--- config.mk ---
export PLATFORM = sky130hd
export DESIGN_NAME = alu_req_sequencer
export DESIGN_NICKNAME = d
export VERILOG_FILES = /design/src/rtl/alu_req_sequencer.sv
export SDC_FILE = /design/constraint.sdc
export NUM_CORES = 1
export LEC_CHECK = 0
export ABC_AREA = 1
export BUFFER_PORTS_ARGS = -buffer_cell sky130_fd_sc_hd__buf_2
export CAP_MARGIN = 20
export CORE_MARGIN = 4
export CORE_UTILIZATION = 44
export DETAILED_ROUTE_END_ITERATION = 8
export PLACE_DENSITY_LB_ADDON = 0.15
export SYNTH_ARGS = -nofsm -noshare
export SYNTH_HDL_FRONTEND = slang
export SYNTH_SLANG_ARGS = --single-unit
--- constraint.sdc ---
create_clock -name clk -period 1.3 [get_ports clk]
set_input_delay 0.13 -clock clk [delete_from_list [all_inputs] [get_ports clk]]
set_output_delay 0.13 -clock clk [all_outputs]
set_load 0.05 [all_outputs]
--- src/rtl/alu_req_sequencer.sv ---
// Two-client round-robin front-end for the multi-cycle 16-bit ALU: grants one request,
// sequences start/operand A/operand B, waits for finish (with watchdog) and returns the result.
module alu_req_sequencer #(
  parameter int A_HOLD  = 2,
  parameter int TIMEOUT = 255
) (
  input  logic        clk,
  input  logic        rst_b,
  input  logic        req0,
  input  logic [3:0]  op0,
  input  logic [15:0] a0,
  input  logic [15:0] b0,
  output logic        gnt0,
  output logic        done0,
  input  logic        req1,
  input  logic [3:0]  op1,
  input  logic [15:0] a1,
  input  logic [15:0] b1,
  output logic        gnt1,
  output logic        done1,
  output logic [15:0] rdata,
  output logic [3:0]  rflags,
  output logic        err,
  output logic        busy,
  output logic        alu_start,
  output logic [3:0]  alu_s,
  output logic [15:0] alu_inbus,
  input  logic [15:0] alu_outbus,
  input  logic        alu_negative,
  input  logic        alu_zero,
  input  logic        alu_carry,
  input  logic        alu_overflow,
  input  logic        alu_finish,
  output logic        alu_rst_b
);

  typedef enum logic [2:0] {
    S_IDLE, S_ISSUE, S_HOLD_A, S_DRIVE_B, S_WAIT, S_CAPTURE, S_DONE, S_ABORT
  } state_e;

  localparam logic [2:0] HOLD_LAST = 3'((A_HOLD > 1) ? A_HOLD - 2 : 0);
  localparam logic [9:0] TO_LAST   = 10'(TIMEOUT - 1);

  state_e      state_q, state_d;
  logic        prio_q, prio_d;
  logic        owner_q, owner_d;
  logic [3:0]  op_q, op_d;
  logic [15:0] a_q, a_d, b_q, b_d;
  logic [2:0]  hold_q, hold_d;
  logic [9:0]  wdog_q, wdog_d;
  logic        grant, sel;

  logic        gnt0_q, gnt1_q, done0_q, done1_q, err_q, busy_q, start_q, abort_n_q;
  logic [3:0]  alu_s_q, rflags_q;
  logic [15:0] inbus_q, rdata_q;

  always_comb begin
    state_d = state_q;
    prio_d  = prio_q;
    owner_d = owner_q;
    op_d    = op_q;
    a_d     = a_q;
    b_d     = b_q;
    grant   = 1'b0;
    sel     = 1'b0;
    hold_d  = (state_q == S_HOLD_A) ? hold_q + 3'd1 : 3'd0;
    wdog_d  = (state_q == S_WAIT) ? wdog_q + 10'd1 : 10'd0;
    case (state_q)
      S_IDLE: begin
        if (req0 || req1) begin
          grant   = 1'b1;
          // prio_q names the client that wins a tie; it flips to the other after each grant
          sel     = (req0 && req1) ? prio_q : req1;
          owner_d = sel;
          prio_d  = ~sel;
          op_d    = sel ? op1 : op0;
          a_d     = sel ? a1 : a0;
          b_d     = sel ? b1 : b0;
          state_d = S_ISSUE;
        end
      end
      S_ISSUE:   state_d = (A_HOLD == 1) ? S_DRIVE_B : S_HOLD_A;
      S_HOLD_A:  if (hold_q == HOLD_LAST) state_d = S_DRIVE_B;
      S_DRIVE_B: state_d = S_WAIT;
      S_WAIT: begin
        if (alu_finish)              state_d = S_CAPTURE;
        else if (wdog_q == TO_LAST)  state_d = S_ABORT;
      end
      S_CAPTURE: state_d = S_DONE;
      S_DONE:    state_d = S_IDLE;
      S_ABORT:   state_d = S_IDLE;
      default:   state_d = S_IDLE;
    endcase
  end

  always_ff @(posedge clk or negedge rst_b) begin
    if (!rst_b) begin
      state_q <= S_IDLE;
      prio_q  <= 1'b0;
      owner_q <= 1'b0;
      hold_q  <= 3'd0;
      wdog_q  <= 10'd0;
    end else begin
      state_q <= state_d;
      prio_q  <= prio_d;
      owner_q <= owner_d;
      hold_q  <= hold_d;
      wdog_q  <= wdog_d;
    end
  end

  always_ff @(posedge clk) begin
    op_q <= op_d;
    a_q  <= a_d;
    b_q  <= b_d;
  end

  // Outputs are registered from the next state so each one is valid during the state it belongs to.
  always_ff @(posedge clk or negedge rst_b) begin
    if (!rst_b) begin
      gnt0_q    <= 1'b0;
      gnt1_q    <= 1'b0;
      done0_q   <= 1'b0;
      done1_q   <= 1'b0;
      err_q     <= 1'b0;
      busy_q    <= 1'b0;
      start_q   <= 1'b0;
      abort_n_q <= 1'b1;
      alu_s_q   <= 4'd0;
      inbus_q   <= 16'd0;
      rdata_q   <= 16'd0;
      rflags_q  <= 4'd0;
    end else begin
      gnt0_q    <= grant && !sel;
      gnt1_q    <= grant && sel;
      done0_q   <= (state_d == S_DONE || state_d == S_ABORT) && !owner_q;
      done1_q   <= (state_d == S_DONE || state_d == S_ABORT) && owner_q;
      busy_q    <= (state_d != S_IDLE);
      start_q   <= (state_d == S_ISSUE);
      abort_n_q <= (state_d != S_ABORT);
      if (state_d == S_DONE)       err_q <= 1'b0;
      else if (state_d == S_ABORT) err_q <= 1'b1;
      if (grant) begin
        alu_s_q <= op_d;
        inbus_q <= a_d;
      end else if (state_d == S_DRIVE_B) begin
        inbus_q <= b_q;
      end
      if (state_q == S_CAPTURE) begin
        rdata_q  <= alu_outbus;
        rflags_q <= {alu_negative, alu_zero, alu_carry, alu_overflow};
      end else if (state_d == S_ABORT) begin
        rdata_q  <= 16'd0;
        rflags_q <= 4'd0;
      end
    end
  end

  assign gnt0      = gnt0_q;
  assign gnt1      = gnt1_q;
  assign done0     = done0_q;
  assign done1     = done1_q;
  assign err       = err_q;
  assign busy      = busy_q;
  assign alu_start = start_q;
  assign alu_s     = alu_s_q;
  assign alu_inbus = inbus_q;
  assign rdata     = rdata_q;
  assign rflags    = rflags_q;
  assign alu_rst_b = rst_b & abort_n_q;

endmodule

==> run metrics, run 1 <==
vias in the first global route=approximately 3800; layout cells sized above 1=40.8%; Clock Pin Slew Worst Setup and Hold Paths=about 0.09 ns; cell accounting for the most synthesized area=dfrtp_1; worst path bufs/invs=2; Rows=33; worst vdd ir=approximately 1300 µV; first-pass GRT wire length=about 17 mm; Post-Synthesis Cell Area=0.00385 mm²; Worst Skew=~0.018 ns; syn nets=~560; synthesized flop and latch total=roughly 80; RSZ-0062 raised after global routing=yes; R2R setup slack=-0.13 ns; Die W=102 µm; dpl cells=approximately 700; Synth top area share=between 40% and 50%; Die Ht=just over 100 µm; initial DRC count=between 100 and 150; crit path DAT=approximately 1.7 ns; Cell Pwr Density=between 2000 and 2500 mW/mm²; CORE AREA=roughly 0.0083 mm²; run status=finished, violations left; leakage power=about 3.0 nW; DR pass1 iterations=4; fin. max-slew vios=0; ranking of synthesized cells by area=dfrtp_1, nand2_1, edfxtp_1; WS Path Type=reg2reg; Reg-to-Reg Start=wdog_q[0]; ys async rst share=between 80 and 90%; Crit. End Element=register; CTS HTree Levels=3; wire per inst=around 14 µm; Crit path required time=between 1.5 and 2 ns; Slew @ Worst Pin=0.411 ns; Total Nets Final=between 700 and 800; Avg Vias per Cell=roughly 4.7; fin crit period=1.43 ns; Antenna Cells=0; post-DP HPWL=6.81 mm; setup violators final=45; Hold Path Class=in2reg; Final Wtd Congestion=slightly above 0.8; Hold Startpoint=op0[2]; CP max stage delay=roughly 0.39 ns; Max-Cap Viols=0; CTS tree=done; Final Hold Fails=0; IO Port Bufs=between 100 and 150; clk buf depth=2; All-Layer GR Usage=approximately a fifth; Cell Chain, Critical Path=inv_2, ha_4, inv_2, nor2_4, nand3_2, nand2_4, nand3_4, nand3_2, nand2_2; Clk Latency, worst-skew pair=0.36 ns; slowest cell on the critical path=dfrtp_1; Top delay family on crit path=simple AND/OR/NAND/NOR gates; area grow syn2layout=50.4%; Starting Density=between 40% and 50%; largest net degree at the start of global routing=67; Post-synth top flop=dfrtp_1; synth warn=0; fillers=between 600 and 700; CP Max Fanout=6; Tcrit/Tclk final=110%; DRT antenna net count=0; setup tns final=-2.53 ns; Non-Filler Instances=roughly 780; initial antenna violation count=0; PnR worst setup slack=-0.129 ns; gr ovfl total=0; DRC=0; Seq/Total Area, Yosys=55.4%; Total Wirelength=approximately 11 mm; failing checks=setup timing; Root Buffer=clkbuf_8; Synth Area per Inst=between 8 and 9 µm²; CP Launch Point=wdog_q[0]; clk sinks=about 80; via count=approximately 3700; slew margin rel.=72.6%; Unique masters post-synth=29; achievable frequency=0.700 GHz; die area=approximately 0.010 mm²; Mapped Cells=roughly 460; startpoint types=register; Post-synth EDFFs=16; total CTS buffers=9; IO Count=around 150
[sequential cells by signal (all words and copies together), names as in the netlist]
name and flops:
gnt0 1, rflags 4, owner_q 1, done0 1
alu_inbus 16, alu_s 4, state_q 3, alu_start 1
done1 1, busy 1, abort_n_q 1, gnt1 1
rdata 16, hold_q 3, err 1, wdog_q 10
b_q 16, prio_q 1
[worst min-delay path: cells and delay by family]
| family | cells | cell delay, ns |
|---|---|---|
| compound gates | 1 | 0.07 |
| buf+inv | 1 | 0.07 |
| simple gates | 1 | 0.06 |
[final cells by class]
cell class | count | area (µm²) | share of cell area, %
well taps | 105 | 131 | 2.27
flip-flops and latches | 82 | 2130 | 36.9
multi-input cells | 330 | 1730 | 29.9
clock buffers | 9 | 124 | 2.14
clock inverters | 7 | 52.6 | 0.908
repair buffers | 214 | 1480 | 25.6
inverters | 29 | 131 | 2.27
[Yosys cell counts (4+ instances only)]
master	number
nor2_1	25
ha_1	4
a21oi_1	7
clkbuf_1	4
nand2_1	201
buf_2	4
nand3_1	60
nor3_1	4
dfrtp_1	65
inv_1	26
o21ai_0	6
buf_6	6
edfxtp_1	16
[through the flow]
step | util, % | total power [W] | hold slack (ns) | cell area [µm²] | worst slack (ns)
2_1_floorplan | - | 0.00872 | -0.166 | 3860 | -0.0615
3_3_place_gp | 58.9 | 0.0104 | 0.195 | 4910 | -0.134
3_5_place_dp | 58.9 | 0.0105 | 0.193 | 4910 | -0.183
4_1_cts | 68.2 | 0.0132 | 0.00226 | 5690 | -0.129
5_1_grt | 69.4 | 0.0141 | 0.0255 | 5790 | -0.206
6_report | 69.4 | 0.0132 | 0.0168 | 5790 | -0.129
[kinds of logic (layout without fill, tap and decap cells)]
logic type / count (synthesis) / after routing / synth area share (%)
adder cells (fa/ha/maj): 4 / 4 / 1.30
flip-flops: 82 / 82 / 55.4
AND/OR/NAND/NOR: 304 / 307 / 33.7
buffers and inverters: 47 / 259 / 6.73
XOR/XNOR: 1 / 1 / 0.228
AO/OA/AOI/OAI: 18 / 18 / 2.63
[layer usage]
layer / wire length [µm] / part of all wire [%] / GRT usage (%) / vias to the layer above
met3: 609 / 5.7 / 3.86 / 20
met5: 0 / 0 / 0 / -
met1: 4510 / 42 / 27.1 / 1653
met2: 5270 / 50 / 35.4 / 124
li1: - / - / - / 1875
met4: 230 / 2.2 / 9.00 / 0
[final timing paths]
kind | cells past startpoint | end
setup / recovery | 9 | rflags[3]
hold / removal | 3 | alu_s[2]
setup reg to reg | 9 | rflags[3]
hold reg to reg | 1 | done0
max in group asynchronous | 3 | abort_n_q
min in group asynchronous | 3 | rflags[2]
[layout by cell type (no fill, tap or decap), drive strengths merged]
cell and count:
nand4 2, dlygate4sd3 25, nor3 4, o21ai 6
clkinv 5, o21bai 3, clkinvlp 1, a31oi 1
xnor2 1, ha 4, nor2 30, dfstp 1
o211ai 1, clkbuf 9, edfxtp 16, buf 189
inv 30, dfrtp 65, a21oi 7, nand2 205
nand3 66
[timing repair]
action	CTS	global route
endpoints found under the hold margin	87	0
buffers inserted	7	2
hold buffers	25	0
gates cloned	6	0
endpoints found under the setup margin	76	75
resized for setup	45	30
pin swaps	11	11
[power by group]
part | leakage (nW) | switching [W] | internal [W]
logic | 1.93 | 0.00497 | 0.00245
registers | 0.997 | 0.000482 | 0.00361
clock network | 0.0900 | 0.00102 | 0.000707
(Power assumes the default switching activity.)
==> run 2: changes to the inputs <==
--- a/config.mk
+++ b/config.mk
@@ -5,12 +5,11 @@
 export SDC_FILE = /design/constraint.sdc
 export NUM_CORES = 1
 export LEC_CHECK = 0
-export ABC_AREA = 1
-export BUFFER_PORTS_ARGS = -buffer_cell sky130_fd_sc_hd__buf_2
 export CAP_MARGIN = 20
 export CORE_MARGIN = 4
-export CORE_UTILIZATION = 44
+export CORE_UTILIZATION = 56
 export DETAILED_ROUTE_END_ITERATION = 8
+export DONT_BUFFER_PORTS = 1
 export PLACE_DENSITY_LB_ADDON = 0.15
 export SYNTH_ARGS = -nofsm -noshare
 export SYNTH_HDL_FRONTEND = slang
==> run metrics, run 2 <==
clk sinks=82 (unchanged); Post-synth EDFFs=16 (unchanged); syn nets=476 (was 557); cell accounting for the most synthesized area=dfrtp_1 (unchanged); Die Ht=88.7 µm (was 102 µm); Worst EP kind=sequential cell input; synth warn=0 (unchanged); Starting Density=57.4% (was 46.1%); Die W=88.7 µm (was 102 µm); Err=[ERROR DPL-0033] detailed placement checks failed during check placement.; largest net degree at the start of global routing=68; Post-Synthesis Cell Area=0.00364 mm² (was 0.00385 mm²); Rows=29 (was 33); most common cell in the netlist=nand2_1 (unchanged); Post-synth top flop=dfrtp_1 (unchanged); DP Area=0.00432 mm² (was 0.00491 mm²); Final Wtd Congestion=0.804 (was 0.826); IO Count=145 (unchanged); last worst endpoint in the global-route repair_timing=alu_inbus[1]$_DFFE_PN0P_/D; IO Port Bufs=0 (was 144); Mapped Cells=375 (was 456); Seq/Total Area, Yosys=58.6% (was 55.4%); post-DP HPWL=6.06 mm (was 6.81 mm); clk buf depth=2 (unchanged); Place WS=-0.367 ns (was -0.183 ns); total CTS buffers=9 (unchanged); Synth top area share=44.6% (was 42.3%); Unique masters post-synth=42 (was 29); initial antenna violation count=0; Synth Area per Inst=9.72 µm² (was 8.44 µm²); step where the flow halted=5_1_grt; most instantiated cells after synthesis=nand2_1, dfrtp_1, nor2_1 (was nand2_1, dfrtp_1, nand3_1); ys async rst share=80.5% (unchanged); Root Buffer=clkbuf_8 (unchanged); CTS HTree Levels=3 (unchanged); ranking of synthesized cells by area=dfrtp_1, edfxtp_1, nand2_1 (was dfrtp_1, nand2_1, edfxtp_1); run status=stopped before the end (was finished, violations left); synthesized flop and latch total=82 (unchanged)
[run 2: what timing repair did]
action	in CTS
hold buffers	69
endpoints found under the setup margin	85
cloned	7
pin swaps	33
setup buffers	20
resized for setup	61
endpoints found under the hold margin	117
[run 2: logic make-up after synthesis]
| group | share of synthesized area (%) |
|---|---|
| simple gates | 20.8 |
| flops | 58.6 |
| compound gates | 13.6 |
| buf+inv | 4.22 |
| xor+xnor | 1.44 |
| fa+ha+maj | 1.37 |
[run 2: per-stage QoR]
step | TNS [ns] | instances
CTS | -18.09 | 619
floorplan | -10.20 | 375
detailed placement | -20.96 | 509
global placement | -17.14 | 509
==> run 3: changes to the inputs <==
--- a/config.mk
+++ b/config.mk
@@ -7,7 +7,7 @@
 export LEC_CHECK = 0
 export CAP_MARGIN = 20
 export CORE_MARGIN = 4
-export CORE_UTILIZATION = 56
+export CORE_UTILIZATION = 40
 export DETAILED_ROUTE_END_ITERATION = 8
 export DONT_BUFFER_PORTS = 1
 export PLACE_DENSITY_LB_ADDON = 0.15
==> constraint.sdc (replaced) <==
create_clock -name clk -period 1.7 [get_ports clk]
set_input_delay 0.17 -clock clk [delete_from_list [all_inputs] [get_ports clk]]
set_output_delay 0.17 -clock clk [all_outputs]
set_load 0.05 [all_outputs]
==> run metrics, run 3 <==
fin crit period=1.65 ns; CP max stage delay=0.45 ns; Die W=103 µm (was 88.7 µm); RSZ-0062 raised after global routing=yes; Max-Cap Viols=0; layout cells sized above 1=15.4%; Total Nets Final=~560; Clock Pin Slew Worst Setup and Hold Paths=approximately 0.090 ns; CTS HTree Levels=3 (unchanged); WS Path Type=reg2reg; Flop pwr share=50.0%; fillers=roughly 750; IO Port Bufs=0 (unchanged); gr ovfl total=0; Multi-input gate area=approximately 0.0014 mm²; Top delay family on crit path=compound AO/OA/AOI/OAI gates; dpl cells=494 (was 509); wire per inst=approximately 16 µm; minimum hold slack=approximately 0.017 ns; Cell Chain, Critical Path=or3b_4, o32ai_4, buf_12, o21a_1, o2bb2ai_1; Pint=about 0.0047 W; Total Wirelength=between 9 and 10 mm; Hold Startpoint=b0[14]; run status=completed (was stopped before the end); die area=~0.011 mm²; Cell Pwr Density=approximately 1900 mW/mm²; Tcrit/Tclk final=a little over nine tenths; part of the power in the clock network=~15%; Sw Ratio=around half; Slew @ Worst Pin=between 0.5 and 0.6 ns; cell accounting for the most synthesized area=dfrtp_1 (unchanged); clk sinks=82 (unchanged); ranking of synthesized cells by area=dfrtp_1, edfxtp_1, nand2_1 (unchanged); Post-Synthesis Cell Area=0.00364 mm² (unchanged); Mapped Cells=375 (unchanged); startpoint types=register; Final Hold Fails=0; Antenna Cells=0; Synth Area per Inst=9.72 µm² (unchanged); Die Ht=103 µm (was 88.7 µm); area grow syn2layout=30.9%; CP Max Fanout=17; Non-Filler Instances=568; Hold Path Class=in2reg; leakage power=roughly 2.1 nW; FF/Latch Area=approximately 0.0021 mm²; synth warn=0 (unchanged); CTS tree=done; Finished Core Util=54.2%; most common cell in the netlist=nand2_1 (unchanged); Crit path required time=roughly 2.0 ns; Avg Vias per Cell=5.11; end of the worst hold path=b_q[14]; Worst Skew=approximately 0.0074 ns; crit path DAT=between 1.5 and 2 ns; post-DP HPWL=6.19 mm (was 6.06 mm); R2R setup slack=about 0.053 ns; Starting Density=41.4% (was 57.4%); Hold Crit Depth=2; total CTS buffers=9 (unchanged); worst path bufs/invs=1; largest net degree at the start of global routing=67; setup violators final=0; slowest cell on the critical path=dfrtp_2; fin. max-slew vios=0; syn nets=476 (unchanged); Crit. End Element=register; slew margin rel.=~65%; first-pass GRT wire length=between 10 and 15 mm; initial DRC count=~120; Final Wtd Congestion=0.750 (was 0.804); worst r2r dst=alu_inbus[15]; Reg-to-Reg Start=state_q[2]; most frequent cells in the layout=nand2_1, dfrtp_1, dlygate4sd3_1; DRT antenna net count=0; achievable frequency=roughly 0.6 GHz; Root Buffer=clkbuf_8 (unchanged); Unique masters post-synth=42 (unchanged); ys async rst share=80.5% (unchanged); synthesized flop and latch total=82 (unchanged); most common cell after layout, fill and taps aside=nand2_1; DR pass1 iterations=4; vias in the first global route=2997; PnR Total Power=0.00919 W; worst vdd ir=around 710 µV; worst reg2reg path depth=5; Clk Latency, worst-skew pair=0.34 ns; Rows=34 (was 29); Synth top area share=44.6% (unchanged); IO Count=145 (unchanged); Seq/Total Area, Yosys=58.6% (unchanged); Post-synth top flop=dfrtp_1 (unchanged); All-Layer GR Usage=between 10% and 20%; most instantiated cells after synthesis=nand2_1, dfrtp_1, nor2_1 (unchanged); Sw Pwr=~0.0045 W; CORE AREA=0.00881 mm²; Post-synth EDFFs=16 (unchanged); clk buf depth=2 (unchanged); combinational power share=between 30% and 40%; initial antenna violation count=0; via count=approximately 2900; DRC=0
-- run 3: cell counts after synthesis --
No cell type changed its count.
-- run 3: routing by layer --
metal	GRT usage, %	wire, µm
met3	5.63	909
met2	28.0	4230
met4	7.57	138
met1	21.5	4070
met5	0	0
-- run 3: worst max path at each step --
stage,startpoint,to,slack [ns],cells after the start
floorplan,state_q[0],alu_inbus[12],0.08,5
detailed placement,state_q[0],alu_inbus[15],0.001,7
global placement,wdog_q[0],rflags[2],0.04,7
global route,state_q[1],alu_inbus[15],-0.04,5
CTS,state_q[1],alu_inbus[11],-0.008,5
finish,state_q[2],alu_inbus[15],0.05,5
-- run 3: logic make-up (layout without fill, tap and decap cells) --
| logic type | count (synthesis) | count (layout) | synth area share [%] |
|---|---|---|---|
| xor+xnor | 6 | 6 | 1.44 |
| flops | 82 | 82 | 58.6 |
| fa+ha+maj | 4 | 4 | 1.37 |
| compound gates | 74 | 74 | 13.6 |
| buf+inv | 32 | 117 | 4.22 |
| simple gates | 177 | 177 | 20.8 |
-- run 3: area by class of cell --
class,count,share of cell area [%]
multi-input cells,261,29.3
flip-flops and latches,82,44.7
repair buffers,90,18.2
clock inverters,7,1.44
inverters,11,0.865
well taps,108,2.83
clock buffers,9,2.60
-- run 3: power by group through the flow --
stage	sequential [W]	combinational (W)	clock, W
after CTS	0.00460	0.00331	0.00143
final	0.00460	0.00320	0.00139
after global placement	0.00462	0.00286	0
after detailed placement	0.00465	0.00293	0
after floorplan	0.00503	0.00165	0
after global routing	0.00470	0.00354	0.00152
-- run 3: timing repair --
action / CTS / global route
endpoints found under the setup margin: 1 / 39
hold endpoints to repair: 103 / 0
hold buffers: 52 / 0
buffers inserted: 3 / 3
cloned: 1 / 0
pin swaps: 1 / 2
gates resized for setup: 3 / 10
-- run 3: through the flow --
stage | cell area (µm²) | setup TNS, ns | worst slack [ns]
floorplan | 3640 | 0 | 0.0845
CTS | 4740 | -0.0232 | -0.00834
global route | 4770 | -0.143 | -0.0350
finish | 4770 | 0 | 0.0527
global placement | 3950 | 0 | 0.0366
detailed placement | 3950 | 0 | 0.00137
==> run 4: changes to the inputs <==
--- a/config.mk
+++ b/config.mk
@@ -10,7 +10,9 @@
 export CORE_UTILIZATION = 40
 export DETAILED_ROUTE_END_ITERATION = 8
 export DONT_BUFFER_PORTS = 1
-export PLACE_DENSITY_LB_ADDON = 0.15
+export PLACE_DENSITY = 0.54
+export RECOVER_POWER = 50
+export SETUP_SLACK_MARGIN = 0.1
 export SYNTH_ARGS = -nofsm -noshare
 export SYNTH_HDL_FRONTEND = slang
 export SYNTH_SLANG_ARGS = --single-unit
==> run metrics, run 4 (synthesis gave the netlist of run 3 again) <==
Reg-to-Reg Start=wdog_q[0] (was state_q[2]); M1 wire length=3.89 mm (was 4.07 mm); CTS HTree Levels=3 (unchanged); fin crit period=1.67 ns (was 1.65 ns); Avg Vias per Cell=5.20 (was 5.11); met3 wire len=847 µm (was 909 µm); CTS tree=done (unchanged); Hold Path Class=in2async (was in2reg); Cell Pwr Density=1970 mW/mm² (was 1930 mW/mm²); total CTS buffers=9 (unchanged); minimum hold slack=-0.489 ns (was 0.0172 ns); Tcrit/Tclk final=98.5% (was 96.9%); Clock Pin Slew Worst Setup and Hold Paths=0.08 ns (was 0.09 ns); Starting Density=41.4% (unchanged); IO Port Bufs=0 (unchanged); Total Nets Final=561 (was 556); run status=finished, violations left (was completed); area grow syn2layout=35.7% (was 30.9%); worst r2r dst=rdata[4] (was alu_inbus[15]); vias in the first global route=2937 (was 2997); most common cell after layout, fill and taps aside=nand2_1 (unchanged); achievable frequency=0.597 GHz (was 0.607 GHz); Worst Skew=0.00603 ns (was 0.00740 ns); Final Wtd Congestion=0.744 (was 0.750); Antenna Cells=0 (unchanged); clk buf depth=2 (unchanged); Max-Cap Viols=0 (unchanged); met2 wire len=4.68 mm (was 4.23 mm); Top Layer Used=met4 (unchanged); IO Count=145 (unchanged); gr ovfl total=0 (unchanged); CORE AREA=0.00881 mm² (unchanged); most frequent cells in the layout=nand2_1, dfrtp_1, dlygate4sd3_1 (unchanged); setup violators final=0 (unchanged); Finished Core Util=56.2% (was 54.2%); Root Buffer=clkbuf_8 (unchanged); first-pass GRT wire length=14.1 mm (was 14.3 mm); initial DRC count=127 (was 117); leakage power=2.20 nW (was 2.10 nW); Crit path required time=1.94 ns (was 1.97 ns); wire per inst=16.8 µm (was 16.5 µm); initial antenna violation count=0 (unchanged); WS Path Type=reg2reg (unchanged); fin. max-slew vios=0 (unchanged); largest net degree at the start of global routing=68 (was 67); DRT antenna net count=0 (unchanged); Clk Latency, worst-skew pair=0.35 ns (was 0.34 ns); Rows=34 (unchanged); Final Hold Fails=66 (was 0); die area=0.0107 mm² (unchanged); via count=2978 (was 2903); CP Max Fanout=5 (was 17); Crit. End Element=register (unchanged); crit path DAT=1.91 ns (was 1.92 ns); layout cells sized above 1=21.9% (was 15.4%); DR pass1 iterations=4 (unchanged); failing checks=hold timing; DRC=0 (unchanged); All-Layer GR Usage=17.4% (about the same); post-DP HPWL=5.83 mm (was 6.19 mm); RSZ-0062 raised after global routing=yes (unchanged); slew margin rel.=54.3% (was 64.8%); Die W=103 µm (unchanged); worst vdd ir=765 µV (was 709 µV); worst reg2reg path depth=8 (was 5); clk sinks=82 (unchanged); Die Ht=103 µm (unchanged); R2R setup slack=0.03 ns (was 0.05 ns); startpoint types=register (unchanged); Slew @ Worst Pin=0.684 ns (was 0.529 ns); Total Wirelength=9.62 mm (was 9.35 mm)
==> run 4: cell count changes in the layout (fill, tap and decap cells not counted), sizes merged <==
cell and delta:
dlygate4sd3 -4, buf +9, inv -1, clkbuf +1, bufinv +2, clkinv -2
==> run 4: final cells by class <==
type,instances,area [µm²]
clock buffer,10,128
fill,737,3860
inverter,11,41.3
tap,108,135
multi-input combinational,261,1480
sequential,82,2130
clock inverter,6,105
timing repair buffer,95,926
==> run 4: per-stage QoR <==
step | area, µm² | setup TNS (ns) | worst slack (ns) | std cells | total power, W
floorplan | 3640 | 0 | 0.0853 | 375 | 0.00668
global placement | 3900 | 0 | 0.0554 | 485 | 0.00730
detailed placement | 3900 | 0 | 0.0193 | 485 | 0.00736
CTS | 4720 | 0 | 0.0498 | 560 | 0.00950
global route | 4950 | -0.941 | -0.0658 | 573 | 0.0103
finish | 4950 | 0 | 0.0257 | 573 | 0.00976
==> run 4: worst max path at each step <==
stage / slack (ns) / to / start
final: 0.03 / rdata[4] / wdog_q[0]
after global routing: -0.07 / rdata[4] / wdog_q[0]
after CTS: 0.05 / rdata[7] / wdog_q[0]
after detailed placement: 0.02 / alu_inbus[15] / state_q[1]
after global placement: 0.06 / alu_inbus[15] / state_q[1]
after floorplan: 0.09 / alu_inbus[12] / state_q[0]
==> run 4: repair_timing <==
action	in CTS	in global routing
hold endpoints to repair	102	67
cloned	3	3
pin swaps	0	13
hold buffers	45	2
setup endpoints to repair	56	62
setup buffers	11	8
gates resized for setup	11	58
==> run 4: worst max-delay path, stage by stage (launching register included) <==
cell	delay, ns
dfrtp_1	0.38
inv_1	0.06
ha_2	0.17
nand2b_1	0.06
nor4_2	0.20
nor3b_4	0.34
buf_4	0.17
buf_6	0.12
o21ai_2	0.06
==> run 4: layer usage <==
layer / up-vias / GRT usage (%)
met5: - / 0
met4: 0 / 7.07
met3: 20 / 5.57
met2: 133 / 28.5
met1: 1386 / 21.3
li1: 1439 / -
==> run 4: power by group <==
group / switching, W / total (W) / internal (W)
combinational: 0.00163 / 0.00310 / 0.00147
clock: 0.000679 / 0.00165 / 0.000969
sequential: 0.00224 / 0.00501 / 0.00277
total: 0.00455 / 0.00976 / 0.00520
